`config.mk`:
```
export PLATFORM = sky130hd
export DESIGN_NAME = noc_axi_ot_limiter
export DESIGN_NICKNAME = d
export VERILOG_FILES = /design/src/rtl/redmule_mesh_pkg.sv /design/src/rtl/noc_txn_counter.sv /design/src/rtl/noc_axi_ot_limiter.sv
export SDC_FILE = /design/constraint.sdc
export NUM_CORES = 1
export LEC_CHECK = 0
export ABC_AREA = 1
export CORE_AREA = 2 2 208 210
export CTS_CLUSTER_DIAMETER = 100
export DETAILED_ROUTE_END_ITERATION = 12
export DIE_AREA = 0 0 210 212
export PLACE_DENSITY = 0.48
export SLEW_MARGIN = 20
export SYNTH_ARGS = -nofsm -noshare
export SYNTH_HDL_FRONTEND = slang
export SYNTH_SLANG_ARGS = --single-unit
```
`constraint.sdc`:
```
create_clock -name clk_i -period 4.2 [get_ports clk_i]
set_clock_uncertainty 0.05 [all_clocks]
set_input_delay 0.84 -clock clk_i [delete_from_list [all_inputs] [get_ports clk_i]]
set_output_delay 0.84 -clock clk_i [all_outputs]
set_load 0.01 [all_outputs]
```
`src/rtl/redmule_mesh_pkg.sv`:
```
// rtl/redmule_mesh_pkg.sv - NoC AXI data channel types and outstanding-transaction limits
package redmule_mesh_pkg;

  localparam int NOC_MAX_RD_TXN = 8;
  localparam int NOC_MAX_WR_TXN = 8;

  typedef struct packed {
    logic [3:0]  id;
    logic [31:0] addr;
    logic [7:0]  len;
    logic [2:0]  size;
    logic [1:0]  burst;
  } noc_axi_ax_t;

  typedef struct packed {
    logic [63:0] data;
    logic [7:0]  strb;
    logic        last;
  } noc_axi_w_t;

  typedef struct packed {
    logic [3:0] id;
    logic [1:0] resp;
  } noc_axi_b_t;

  typedef struct packed {
    logic [3:0]  id;
    logic [63:0] data;
    logic [1:0]  resp;
    logic        last;
  } noc_axi_r_t;

  typedef struct packed {
    noc_axi_ax_t aw;
    logic        aw_valid;
    noc_axi_w_t  w;
    logic        w_valid;
    logic        b_ready;
    noc_axi_ax_t ar;
    logic        ar_valid;
    logic        r_ready;
  } noc_axi_data_req_t;

  typedef struct packed {
    logic       aw_ready;
    logic       ar_ready;
    logic       w_ready;
    logic       b_valid;
    noc_axi_b_t b;
    logic       r_valid;
    noc_axi_r_t r;
  } noc_axi_data_rsp_t;

endpackage

```
`src/rtl/noc_txn_counter.sv`:
```
// rtl/noc_txn_counter.sv - saturating-at-zero outstanding burst counter
module noc_txn_counter #(
  parameter int Width = 8
) (
  input  logic             clk,
  input  logic             rst,
  input  logic             inc,
  input  logic             dec,
  input  logic [Width-1:0] max,
  output logic [Width-1:0] count,
  output logic             at_max,
  output logic             underflow
);

  always_ff @(posedge clk) begin
    if (rst) begin
      count <= '0;
    end else if (inc && !dec) begin
      count <= count + Width'(1);
    end else if (dec && !inc && (count != '0)) begin
      count <= count - Width'(1);
    end
  end

  assign at_max    = (count >= max);
  // A completion with nothing outstanding is a protocol error; count stays at zero.
  assign underflow = dec && !inc && (count == '0);

endmodule

```
`src/rtl/noc_axi_ot_limiter.sv`:
```
// rtl/noc_axi_ot_limiter.sv - caps outstanding AXI read/write bursts toward the NoC
module noc_axi_ot_limiter
  import redmule_mesh_pkg::*;
#(
  parameter int  MaxRdTxn = NOC_MAX_RD_TXN,
  parameter int  MaxWrTxn = NOC_MAX_WR_TXN,
  parameter type req_t    = redmule_mesh_pkg::noc_axi_data_req_t,
  parameter type rsp_t    = redmule_mesh_pkg::noc_axi_data_rsp_t
) (
  input  logic       clk_i,
  input  logic       rst_i,
  input  logic       flush_i,
  input  req_t       slv_req_i,
  output rsp_t       slv_rsp_o,
  output req_t       mst_req_o,
  input  rsp_t       mst_rsp_i,
  output logic [7:0] rd_cnt_o,
  output logic [7:0] wr_cnt_o,
  output logic       idle_o,
  output logic       err_o
);

  localparam logic [7:0] RdMax = 8'(MaxRdTxn);
  localparam logic [7:0] WrMax = 8'(MaxWrTxn);

  logic ar_hold, aw_hold;
  logic ar_open, aw_open;
  logic ar_hs, aw_hs, r_done, b_done;
  logic rd_at_max, wr_at_max, rd_uf, wr_uf;

  // A hold keeps an already-presented valid open so flush never withdraws it.
  assign ar_open = !rst_i && ((!rd_at_max && !flush_i) || ar_hold);
  assign aw_open = !rst_i && ((!wr_at_max && !flush_i) || aw_hold);

  always_comb begin
    mst_req_o          = slv_req_i;
    mst_req_o.ar_valid = slv_req_i.ar_valid && ar_open;
    mst_req_o.aw_valid = slv_req_i.aw_valid && aw_open;
    slv_rsp_o          = mst_rsp_i;
    slv_rsp_o.ar_ready = mst_rsp_i.ar_ready && ar_open;
    slv_rsp_o.aw_ready = mst_rsp_i.aw_ready && aw_open;
  end

  assign ar_hs  = slv_req_i.ar_valid && mst_rsp_i.ar_ready && ar_open;
  assign aw_hs  = slv_req_i.aw_valid && mst_rsp_i.aw_ready && aw_open;
  assign r_done = mst_rsp_i.r_valid && slv_req_i.r_ready && mst_rsp_i.r.last;
  assign b_done = mst_rsp_i.b_valid && slv_req_i.b_ready;

  always_ff @(posedge clk_i) begin
    if (rst_i) begin
      ar_hold <= 1'b0;
      aw_hold <= 1'b0;
      err_o   <= 1'b0;
    end else begin
      if (ar_hs) begin
        ar_hold <= 1'b0;
      end else if (slv_req_i.ar_valid && ar_open) begin
        ar_hold <= 1'b1;
      end
      if (aw_hs) begin
        aw_hold <= 1'b0;
      end else if (slv_req_i.aw_valid && aw_open) begin
        aw_hold <= 1'b1;
      end
      if (rd_uf || wr_uf) begin
        err_o <= 1'b1;
      end
    end
  end

  noc_txn_counter #(.Width(8)) u_rd_cnt (
    .clk       (clk_i),
    .rst       (rst_i),
    .inc       (ar_hs),
    .dec       (r_done),
    .max       (RdMax),
    .count     (rd_cnt_o),
    .at_max    (rd_at_max),
    .underflow (rd_uf)
  );

  noc_txn_counter #(.Width(8)) u_wr_cnt (
    .clk       (clk_i),
    .rst       (rst_i),
    .inc       (aw_hs),
    .dec       (b_done),
    .max       (WrMax),
    .count     (wr_cnt_o),
    .at_max    (wr_at_max),
    .underflow (wr_uf)
  );

  assign idle_o = (rd_cnt_o == 8'd0) && (wr_cnt_o == 8'd0) && !ar_hold && !aw_hold;

endmodule

```
== Yosys cells after proc, flatten, opt, wreduce, memory -nomap -nowiden ==
Index checks and enable logic that the tools add are counted.
Widths: inputs -> output; s select.
Storage, ports and cells
  flip-flop bits (word level): 19
Operators by class
  add/subtract/negate cells: 4
  order comparisons: 2
  muxes and demuxes: 4
  reductions and logical operators: 47
Operator list (count)
  $mux 8: 4
  $logic_and 1x1->1: 26
  $add 8x1->8 const B: 2
  $ge 8x4->1 const B: 2
  $logic_not 8->1: 2
  $reduce_bool 8->1: 2
  $sub 8x1->8 const B: 2
  $logic_not 1->1: 10
  $reduce_bool 2->1: 2
  $reduce_or 2->1: 2
  $logic_or 1x1->1: 3

== Longest topological paths before layout ==
Gate-level depths: netlist of run 1.
  depth in word-level cells: 11
  gate-level depth with buffers: 15
  depth with buffers taken out: 15

== Cells and area by module ==
A second synthesis of run 1 with hierarchy kept.
Second synthesis, totals
  cell total of the unflattened synthesis: 563
  area, all modules: 3858.7 um^2
By module, submodules not included
  noc_axi_ot_limiter: instances 1, cells an instance 305, area each 2177.1 um^2, seq. area each 60.1 um^2
  noc_txn_counter: instances 2, cells an instance 129, area each 840.8 um^2, seq. area each 160.2 um^2

== Worst setup path after synthesis of run 1 ==
OpenSTA, ideal clock, no wires.
  path kind: in2reg
  start point: input flush_i
  end point: register u_rd_cnt.count[7]
  arrival time: 2.362 ns
  slack: 1.679 ns
  stages: 15
  buffers on the path: 0
  cells stage by stage: nor2_1 nand3_2 nand2_4 nand4_4 ha_1 a21oi_1 nand2_1 nand2_1 nand3_1 inv_1 nand2_1 nand3_1 nand2_1 inv_1 nor2_2
Between the ends
  cells in the longest elaborated chain, start to end: 9
  elaborated cells between the ends (all ways): 11
  those cells by class: mux: 1; reduce/logical: 10
Ends and longest elaborated chain
  start: declaration: RTL line noc_axi_ot_limiter.sv:12  | input logic flush_i,
  $logic_not 1->1 (*): RTL line noc_axi_ot_limiter.sv:32  | assign ar_open = !rst_i && ((!rd_at_max && !flush_i) || ar_hold);
  $logic_and 1x1->1 (*): RTL line noc_axi_ot_limiter.sv:32
  $logic_or 1x1->1 (*): RTL line noc_axi_ot_limiter.sv:32
  $logic_and 1x1->1 (*): RTL line noc_axi_ot_limiter.sv:32
  $logic_and 1x1->1 (*): RTL line noc_axi_ot_limiter.sv:44  | assign ar_hs = slv_req_i.ar_valid && mst_rsp_i.ar_ready && ar_open;
  $logic_not 1->1: RTL line noc_txn_counter.sv:20  | end else if (dec && !inc && (count != '0)) begin
  $logic_and 1x1->1 (2 in a row): RTL line noc_txn_counter.sv:20
  $reduce_bool 2->1 (no source line)
  end signal: assignment: RTL line noc_txn_counter.sv:19  | count <= count + Width'(1);
  end signal: assignment: RTL line noc_txn_counter.sv:21  | count <= count - Width'(1);
  end: declaration: RTL line noc_txn_counter.sv:10  | output logic [Width-1:0] count,
Every way passes the cells marked *; elsewhere a longest branch is shown, timed or not.
A chain may end at the register's enable or synchronous reset.

==> results of run 1 <==
-- flip-flops by register name, summed over array words and instances (netlist names) --
name,flops
aw_hold,1
ar_hold,1
u_rd_cnt.count,8
err_o,1
u_wr_cnt.count,8
-- power breakdown --
| group | internal (mW) | leakage [nW] | switching (mW) |
|---|---|---|---|
| logic | 0.264 | 0.718 | 0.326 |
| clock network | 0.130 | 0.0382 | 0.0819 |
| registers | 0.215 | 0.156 | 0.0462 |
| total | 0.609 | 0.911 | 0.454 |
-- how the worst min path moves through the flow --
| stage | slack, ns | end | cells after the start | startpoint |
|---|---|---|---|---|
| 2_1_floorplan | 0.44 | aw_hold | 2 | aw_hold |
| 3_3_place_gp | 0.42 | err_o | 2 | err_o |
| 3_5_place_dp | 0.44 | err_o | 2 | err_o |
| 4_1_cts | 0.46 | err_o | 2 | err_o |
| 5_1_grt | 0.51 | err_o | 2 | err_o |
| 6_report | 0.44 | err_o | 2 | err_o |
-- cells in the final DEF (no fill, tap or decap), drive strengths merged --
cell type	count
a21o	4
a21oi	20
a31oi	3
and2	1
and3	2
buf	2
clkbuf	4
clkdlybuf4s50	38
clkinv	1
dfxtp	19
diode	1
fa	2
ha	12
inv	21
nand2	33
nand3	16
nand4	8
nor2	19
nor3b	1
nor4	1
o211ai	2
o21ai	16
xnor2	7
xor2	3
-- critical path, delay by kind of cell --
family / cells / cell delay (ns)
and+or+nand+nor: 4 / 0.44
buffers and inverters: 3 / 1.27
-- metrics by stage --
step,worst slack [ns],cell area (sq um),hold WS [ns],utilization [%]
4_1_cts,0.622,2620,0.460,6.17
6_report,0.752,2630,0.442,6.18
2_1_floorplan,1.68,3400,0.436,-
3_3_place_gp,0.576,2540,0.417,5.98
5_1_grt,0.604,2620,0.507,6.17
3_5_place_dp,0.623,2540,0.439,5.98
-- cells by family (layout without fill, tap and decap cells) --
| kind of cell | count (synthesis) | after routing | synth area share, % |
|---|---|---|---|
| buffers and inverters | 280 | 66 | 59.4 |
| AND/OR/NAND/NOR | 81 | 81 | 14.1 |
| AO/OA/AOI/OAI | 45 | 45 | 7.17 |
| flip-flops | 19 | 19 | 11.2 |
| adder cells (fa/ha/maj) | 14 | 14 | 5.59 |
| XOR/XNOR | 10 | 10 | 2.57 |
| other | 0 | 1 | 0 |
-- routing by layer --
metal  track usage [%]  vias to the layer above  part of all wire [%]
met4              6.73                        2                    12
met3              5.14                      133                    22
met5                 0                        -                 0.098
met2              8.45                      242                    43
li1                  -                      746                     -
met1              3.68                      725                    23
-- area by class of cell --
class / instances / area share, %
multi-input cells: 150 / 38.1
well taps: 546 / 26.0
repair buffers: 40 / 15.1
flip-flops and latches: 19 / 14.5
inverters: 22 / 3.19
clock buffers: 4 / 3.00
diodes: 1 / 0.0953
==> flow_summary.yaml, run 1 <==
synthesis:
  synth_enable_flop_cells: 0
  synth_largest_area_cell: "sky130_fd_sc_hd__buf_4"
  sequential_cell_area_fraction_in_the_yosys_report_pct: 11.2
  synth-main-ff-cell: "sky130_fd_sc_hd__dfxtp_1"
  ys_seq_elements: 19
  post_synth_num_cell_types: 31
  avgSynthCellArea_sq_um: 7.58
  syn_inst: 449
  yosys-top-cells-area: "sky130_fd_sc_hd__buf_4, sky130_fd_sc_hd__dfxtp_1, sky130_fd_sc_hd__ha_1"
  mappedNetlistNets: 724
  post-synth-top-area-fraction_pct: 56.0
  synthTopCellsByCount: "sky130_fd_sc_hd__buf_4, sky130_fd_sc_hd__nand2_1, sky130_fd_sc_hd__inv_1"
  synth_area_sq_mm: 0.00340
  most_used_standard_cell_by_instance_count_after_synthesis: "sky130_fd_sc_hd__buf_4"
  yosys_warnings: 0
  synth-async-reset-ratio_pct: 0
power_and_ir_drop:
  vdd_drop_max_mv: 0.0941
  power.static_leakage_nw: 0.911
  power_density_mw_per_mm2: 405
  power_mw: 1.06
worst_setup_path:
  crit_end: "mst_req_o[126]"
  rrSetupSlack_ns: 1.83
  worstPathMaxFanout: 4
  critical_path_s_slowest_cell: "sky130_fd_sc_hd__clkdlybuf4s50_1"
  cpMostUsedCell: "sky130_fd_sc_hd__clkdlybuf4s50_1"
  r2r_start: "u_rd_cnt.count[4]"
  path_cells: "clkdlybuf4s50_1 -> nor2_1 -> nand3_2 -> nand2_4 -> nand3_1 -> inv_1 -> clkdlybuf4s50_1"
  path_class: "input pin to primary output"
  worst_setup_path_end_kind: "primary output"
  worstSetupStartpoint: "flush_i"
  worst_r2r_endpoint: "u_rd_cnt.count[7]"
  worstPathRequired_ns: 3.31
  slowest_delay_ns: 0.62
  worst_ep_arrival_time_ns: 2.56
  start_kind: "input pin"
  worstRegToRegCells: 15
sta:
  fin_crit_sh_pct: 82.1
  final_hold_viol_count: 0
  final_number_of_setup_violating_endpoints: 0
  worst-slew-pin-transition_ns: 0.505
  final.min_clock_period_ns: 3.45
  timing.slew.headroom_pct: 66.0
  maxClockFrequency_mhz: 290
  max_slew_vio_count: 0
  rsz0062_at_grt: "false"
  fin_setup_tns_ns: 0
detailed_routing:
  detail_route.wl_per_cell_um: 17.0
  dr.first_iter.drc_count: 33
  detail_route.wirelength_mm: 13.3
  routed_via_density: 2.36
  ant_nets: 0
  drt_first_pass_iters: 4
  route.vias.total: 1848
  detail_route.drc_violations: 0
placement:
  io_buffer_count: 38
  gp_congestion: 0.656
  numPlacedInstances: 777
  hpwl_mm: 11.3
floorplanning:
  die_h_um: 212
  core-area_sq_mm: 0.0425
  die-area_sq_mm: 0.0445
  die_x_um: 210
  placementRows: 76
  design.portCount: 537
  floorplan.initialDensity_pct: 8.01
global_route:
  number_of_global_route_vias_before_repair: 1851
  overflow: 0
  grt_pass1_wl_mm: 16.6
  grt_max_degree: 18
  grt_use_total_pct: 5.60
  antenna_found_initial: 1
final_layout:
  multiInputGateArea_sq_mm: 0.00100
  final-instance-count-excl-fill: 782
  syn2layout_area_growth_pct: -22.9
  fillerInstances: 4947
  num-nets-final: 511
  final_layout_size_suffix_gt1_share_pct: 9.36
  seq_area_sq_um: 380
min_path:
  hold_class: "register to register"
clock_tree:
  cts-root-buf: "sky130_fd_sc_hd__clkbuf_16"
  tritoncts_clock_tree: "done"
  numCtsBuffers: 3
  cts.sinks: 19
  hold_buffer_count_at_cts: 0
  cts_post_setup_buffers_inserted: 0
  htree_levels: 1
  clk_path_buf_depth: 2
  clkSlewWorstSetupHoldPaths_ns: 0.06
  clk-insertion-delay-late_ns: 0.26
  post_cts.resized_instances: 0
job:
  max_cap_violations: 0
status:
  status: "finished clean"
Power figures use the tool's default switching activity.
==> run 2, diff against run 1 <==
CORE_AREA = 2 2 211 213   (was 2 2 208 210)
DIE_AREA = 0 0 213 215   (was 0 0 210 212)
clock period = 3.2 ns   (was 4.2 ns; I/O delays follow)
==> flow_summary.yaml, run 2 (synthesis gave the netlist of run 1 again) <==
worst_setup_path:
  cpMostUsedCell: "sky130_fd_sc_hd__clkdlybuf4s50_1"
  worstSetupStartpoint: "flush_i"
  critical_path_s_slowest_cell: "sky130_fd_sc_hd__clkdlybuf4s50_1"
  r2r_start: "u_wr_cnt.count[5]"
  timing.critical_path.buf_inv: 2
  path_cells: "clkdlybuf4s50_1 -> nor2_1 -> nand3_2 -> nand2_4 -> and3_1 -> clkdlybuf4s50_1"
  critPathTopFamily: "buffers and inverters"
  worstPathMaxFanout: 4
  worst_ep_arrival_time_ns: 2.37
  worst_setup_path_end_kind: "primary output"
  worstPathRequired_ns: 2.51
  path_class: "input pin to primary output"
  slowest_delay_ns: 0.56
  start_kind: "input pin"
sta:
  final.min_clock_period_ns: 3.06
  worst-slew-pin-transition_ns: 0.341
  fin_setup_tns_ns: 0
  timing.slew.headroom_pct: 77.1
  final_number_of_setup_violating_endpoints: 0
  fin_crit_sh_pct: 95.7
  rsz0062_at_grt: "false"
  maxClockFrequency_mhz: 327
  final_hold_viol_count: 0
  max_slew_vio_count: 0
global_route:
  grt_pass1_wl_mm: 14.5
  antenna_found_initial: 0
  grt_use_total_pct: 4.65
  number_of_global_route_vias_before_repair: 1948
  grt_max_degree: 17
  overflow: 0
min_path:
  hp-start: "err_o"
  hold_class: "register to register"
final_layout:
  biggestRegsByFlops: "u_rd_cnt.count: 8 flops, u_wr_cnt.count: 8 flops"
  layout_commonest_cell: "sky130_fd_sc_hd__clkdlybuf4s50_1"
  finish.instance_area_sq_mm: 0.00272
  num-nets-final: 516
  fin_util_pct: 6.23
  final_layout_size_suffix_gt1_share_pct: 11.3
  syn2layout_area_growth_pct: -20.1
  n_antenna_cell: 0
  most-common-layout-cells: "sky130_fd_sc_hd__clkdlybuf4s50_1, sky130_fd_sc_hd__nand2_1, sky130_fd_sc_hd__inv_1, sky130_fd_sc_hd__a21oi_1, sky130_fd_sc_hd__dfxtp_1"
placement:
  gp_congestion: 0.756
  io_buffer_count: 38
  postPlaceCellArea_sq_mm: 0.00264
  hpwl_mm: 9.37
floorplanning:
  die_h_um: 215
  die-area_sq_mm: 0.0458
  placementRows: 77
  die_x_um: 213
  core-area_sq_mm: 0.0436
  floorplan.initialDensity_pct: 7.80
  design.portCount: 537
detailed_routing:
  detail_route.wl_per_cell_um: 13.5
  ant_nets: 0
  detail_route.drc_violations: 0
  dr.first_iter.drc_count: 43
  drt_first_pass_iters: 4
  detail_route.wirelength_mm: 11.2
  route.vias.total: 1840
  routed_via_density: 2.21
clock_tree:
  hold_buffer_count_at_cts: 0
  tritoncts_clock_tree: "done"
  numCtsBuffers: 3
  cts-root-buf: "sky130_fd_sc_hd__clkbuf_16"
  post_cts.resized_instances: 0
  cts_post_setup_buffers_inserted: 0
  clk_path_buf_depth: 2
  cts.sinks: 19
  clk-insertion-delay-late_ns: 0.26
  htree_levels: 1
  clkSlewWorstSetupHoldPaths_ns: 0.06
power_and_ir_drop:
  power_mw: 1.42
  power_density_mw_per_mm2: 521
  power.static_leakage_nw: 0.934
  vdd_drop_max_mv: 0.164
job:
  max_cap_violations: 0
status:
  status: "finished clean"
==> run 2: cell count changes in the layout (fill, tap and decap cells not counted), sizes merged <==
cell   previous run  this run
buf               2         7
diode             1         0
==> run 2: through the flow <==
stage                     hold slack, ns  setup WS, ns  std cells
after floorplan                    0.436         0.879        449
after global routing               0.454        0.0123        832
after CTS                          0.435         0.110        832
final                              0.432         0.138        832
after detailed placement           0.421         0.116        828
after global placement             0.413         0.133        828
==> run 2: path summary, 6_finish.rpt <==
path | to | slack, ns | depth (start not counted)
worst max-delay path | slv_rsp_o[80] | 0.14 | 6
worst min-delay path | err_o | 0.43 | 2
worst max register to register | u_wr_cnt.count[7] | 0.90 | 15
worst min register to register | err_o | 0.43 | 2
==> run 2: routing by layer <==
metal  track usage (%)  vias up  routed length, um
met3              3.86      130               2050
met2              6.76      230               4710
li1                  -      764                  -
met1              3.56      714               3070
met5             0.862        -                 53
met4              5.06        2               1330
==> run 2: where the power goes <==
group | leakage (nW) | switching, mW | internal, mW
logic | 0.740 | 0.445 | 0.351
registers | 0.156 | 0.0591 | 0.282
clock network | 0.0382 | 0.107 | 0.170
total | 0.934 | 0.611 | 0.804
==> run 2: tightest hold or removal path, stage by stage, from the launching register on <==
cell and delay, ns:
sky130_fd_sc_hd__dfxtp_1 0.32, sky130_fd_sc_hd__o21ai_0 0.08, sky130_fd_sc_hd__inv_1 0.05
==> run 2: cell type report <==
| type | instances | area (sq um) |
|---|---|---|
| inverter | 22 | 83.8 |
| tap | 592 | 741 |
| timing repair buffer | 45 | 433 |
| multi-input combinational | 150 | 1000 |
| clock buffer | 4 | 78.8 |
| fill | 5130 | 40900 |
| sequential | 19 | 380 |
==> run 3, diff against run 2 <==
CORE_AREA = 2 2 209 211   (was 2 2 211 213)
DIE_AREA = 0 0 211 213   (was 0 0 213 215)
PLACE_DENSITY = 0.49   (was 0.48)
SYNTH_HIERARCHICAL = 1   (was default)
==> flow_summary.yaml, run 3 <==
status:
  status: "finished clean"
synthesis:
  synth-main-ff-cell: "sky130_fd_sc_hd__dfxtp_1"
  yosys_warnings: 6
  yosys-top-cells-area: "sky130_fd_sc_hd__buf_4, sky130_fd_sc_hd__dfxtp_1, sky130_fd_sc_hd__ha_1"
  synthAdderAreaFrac_pct: 10.1
  ys_seq_elements: 19
  sequential_cell_area_fraction_in_the_yosys_report_pct: 9.86
  synth_largest_area_cell: "sky130_fd_sc_hd__buf_4"
  most_used_standard_cell_by_instance_count_after_synthesis: "sky130_fd_sc_hd__buf_4"
  avgSynthCellArea_sq_um: 6.85
  synth_mux_area_share_pct: 0
  synth_enable_flop_cells: 0
  main_combinational_cell_family_by_area_after_synthesis: "buffers and inverters"
  post-synth-top-area-fraction_pct: 49.4
  post_synth_and_or_nand_nor_area_fraction_pct: 16.7
  synth-compound-area-share_pct: 6.55
  yosys.area_share.xor_xnor_pct: 1.82
  post_synth_num_cell_types: 28
  synthTopCellsByCount: "sky130_fd_sc_hd__buf_4, sky130_fd_sc_hd__nor2_1, sky130_fd_sc_hd__nand2_1"
  synth-async-reset-ratio_pct: 0
  synth_area_sq_mm: 0.00386
  syn_inst: 563
floorplanning:
  floorplan.initialDensity_pct: 9.04
  core-area_sq_mm: 0.0427
  design.portCount: 537
  die_h_um: 213
  placementRows: 76
  die-area_sq_mm: 0.0449
  die_x_um: 211
sta:
  final.min_clock_period_ns: 2.99
  maxClockFrequency_mhz: 334
  rsz0062_at_grt: "false"
  postLayoutSetupSlackWorst_ns: 0.208
  fin_setup_tns_ns: 0
  max_slew_vio_count: 0
  final_number_of_setup_violating_endpoints: 0
  final_hold_viol_count: 0
  fin_crit_sh_pct: 93.5
detailed_routing:
  dr.first_iter.drc_count: 105
  route.vias.total: 2537
  wl_met3_mm: 2.12
  highest_layer: "met5"
  met2RoutedLength_mm: 5.64
  routed_via_density: 2.68
  drt_first_pass_iters: 4
  ant_nets: 0
  route.layer.met1.wl_mm: 4.01
  detail_route.wirelength_mm: 13.2
  detail_route.drc_violations: 0
  detail_route.wl_per_cell_um: 14.0
placement:
  placement.setup.worst_slack_ns: 0.170
  hpwl_mm: 11.4
  io_buffer_count: 38
  numPlacedInstances: 943
  gp_congestion: 0.733
power_and_ir_drop:
  combinationalPowerShare_pct: 58.1
  power.share.sequential_pct: 21.5
  power.switching_mw: 0.569
  p_sw_share_pct: 41.9
  power.static_leakage_nw: 1.47
  cellInternalPower_mw: 0.789
  power_density_mw_per_mm2: 395
  vdd_drop_max_mv: 0.146
  clock_power_share_pct: 20.4
  power_mw: 1.36
clock_tree:
  hold_buffer_count_at_cts: 0
  tritoncts_clock_tree: "done"
  htree_levels: 1
  clk-insertion-delay-late_ns: 0.26
  clkSlewWorstSetupHoldPaths_ns: 0.06
  post_cts.resized_instances: 0
  cts-root-buf: "sky130_fd_sc_hd__clkbuf_16"
  numCtsBuffers: 3
  clk_path_buf_depth: 2
  cts_post_setup_buffers_inserted: 0
  cts.sinks: 19
worst_setup_path:
  critPathTopFamily: "buffers and inverters"
  timing.critical_path.buf_inv: 2
  path_class: "register to primary output"
  worstPathMaxFanout: 3
  worst_ep_arrival_time_ns: 2.30
  worstPathRequired_ns: 2.51
  slowest_delay_ns: 0.54
  critical_path_s_slowest_cell: "sky130_fd_sc_hd__clkdlybuf4s50_1"
  worst_setup_path_end_kind: "primary output"
  path_cells: "ha_1 -> a21oi_1 -> o21ai_0 -> nand2_1 -> o2111ai_1 -> nor2_2 -> o21ai_2 -> buf_4 -> nor2_1 -> clkdlybuf4s50_1"
  start_kind: "register"
global_route:
  overflow: 0
  grt_use_total_pct: 5.62
  grt_max_degree: 11
  antenna_found_initial: 1
  grt_pass1_wl_mm: 17.6
  number_of_global_route_vias_before_repair: 2512
final_layout:
  final-instance-count-excl-fill: 947
  n_antenna_cell: 0
  num-nets-final: 693
  final_layout_size_suffix_gt1_share_pct: 13.7
  syn2layout_area_growth_pct: -11.0
  biggestRegsByFlops: "u_rd_cnt/count: 8 flops, u_wr_cnt/count: 8 flops"
  fillerInstances: 4969
  layout_commonest_cell: "sky130_fd_sc_hd__nor2_1"
  most-common-layout-cells: "sky130_fd_sc_hd__nor2_1, sky130_fd_sc_hd__nand2_1, sky130_fd_sc_hd__inv_1, sky130_fd_sc_hd__buf_4, sky130_fd_sc_hd__clkdlybuf4s50_1"
min_path:
  hold_class: "register to register"
job:
  max_cap_violations: 0
-- run 3: worst paths after layout --
path	from	to	slack [ns]	cells after the start
worst max-delay path	u_rd_cnt/count[3]	mst_req_o[1]	0.21	10
worst min-delay path	err_o	err_o	0.44	2
worst max register to register	u_rd_cnt/count[3]	u_rd_cnt/count[6]	0.39	16
worst min register to register	err_o	err_o	0.44	2
-- run 3: per-stage QoR --
step | area [sq um] | utilization, % | hold slack, ns
after floorplan | 3910 | - | 0.471
after global placement | 3340 | 7.82 | 0.427
after detailed placement | 3340 | 7.82 | 0.437
after CTS | 3420 | 8.00 | 0.458
after global routing | 3430 | 8.04 | 0.503
final | 3430 | 8.04 | 0.439
-- run 3: area by class of cell --
class,instances,area (sq um),share of cell area [%]
well taps,546,683,19.9
repair buffers,74,658,19.2
flip-flops and latches,19,380,11.1
clock buffers,4,78.8,2.30
inverters,54,208,6.05
multi-input cells,250,1430,41.5
-- run 3: logic make-up (layout without fill, tap and decap cells) --
| kind of cell | Yosys count | in the layout |
|---|---|---|
| buffers and inverters | 308 | 132 |
| and+or+nand+nor | 152 | 152 |
| AOI/OAI and AO/OA | 44 | 44 |
| adders and majority gates | 30 | 30 |
| DFF | 19 | 19 |
| xor gates and xnor gates | 8 | 8 |
| other | 2 | 16 |
-- run 3: worst register-to-register path, stage by stage (launching register included) --
cell and delay (ns):
sky130_fd_sc_hd__dfxtp_1 0.31, sky130_fd_sc_hd__ha_1 0.28, sky130_fd_sc_hd__a21oi_1 0.14, sky130_fd_sc_hd__o21ai_0 0.10
sky130_fd_sc_hd__nand2_1 0.07, sky130_fd_sc_hd__o2111ai_1 0.12, sky130_fd_sc_hd__nor2_2 0.16, sky130_fd_sc_hd__o21ai_2 0.07
sky130_fd_sc_hd__nor2_1 0.13, sky130_fd_sc_hd__nand2_1 0.23, sky130_fd_sc_hd__ha_1 0.41, sky130_fd_sc_hd__a21oi_1 0.14
sky130_fd_sc_hd__nand2_1 0.10, sky130_fd_sc_hd__nand2_1 0.09, sky130_fd_sc_hd__nand3b_1 0.07, sky130_fd_sc_hd__a21oi_1 0.16
sky130_fd_sc_hd__nor2_1 0.05
-- run 3: power by group through the flow --
stage	logic, mW	clock network (mW)	registers, mW
detailed placement	0.795	0	0.298
floorplan	0.748	0	0.334
global placement	0.799	0	0.298
finish	0.789	0.277	0.292
CTS	0.801	0.288	0.293
global route	0.898	0.296	0.296
-- run 3: per-layer routing --
metal	vias to the layer above	GRT usage [%]
met3	163	3.56
met5	-	0
met4	2	6.07
met2	218	8.59
met1	996	4.83
li1	1158	-
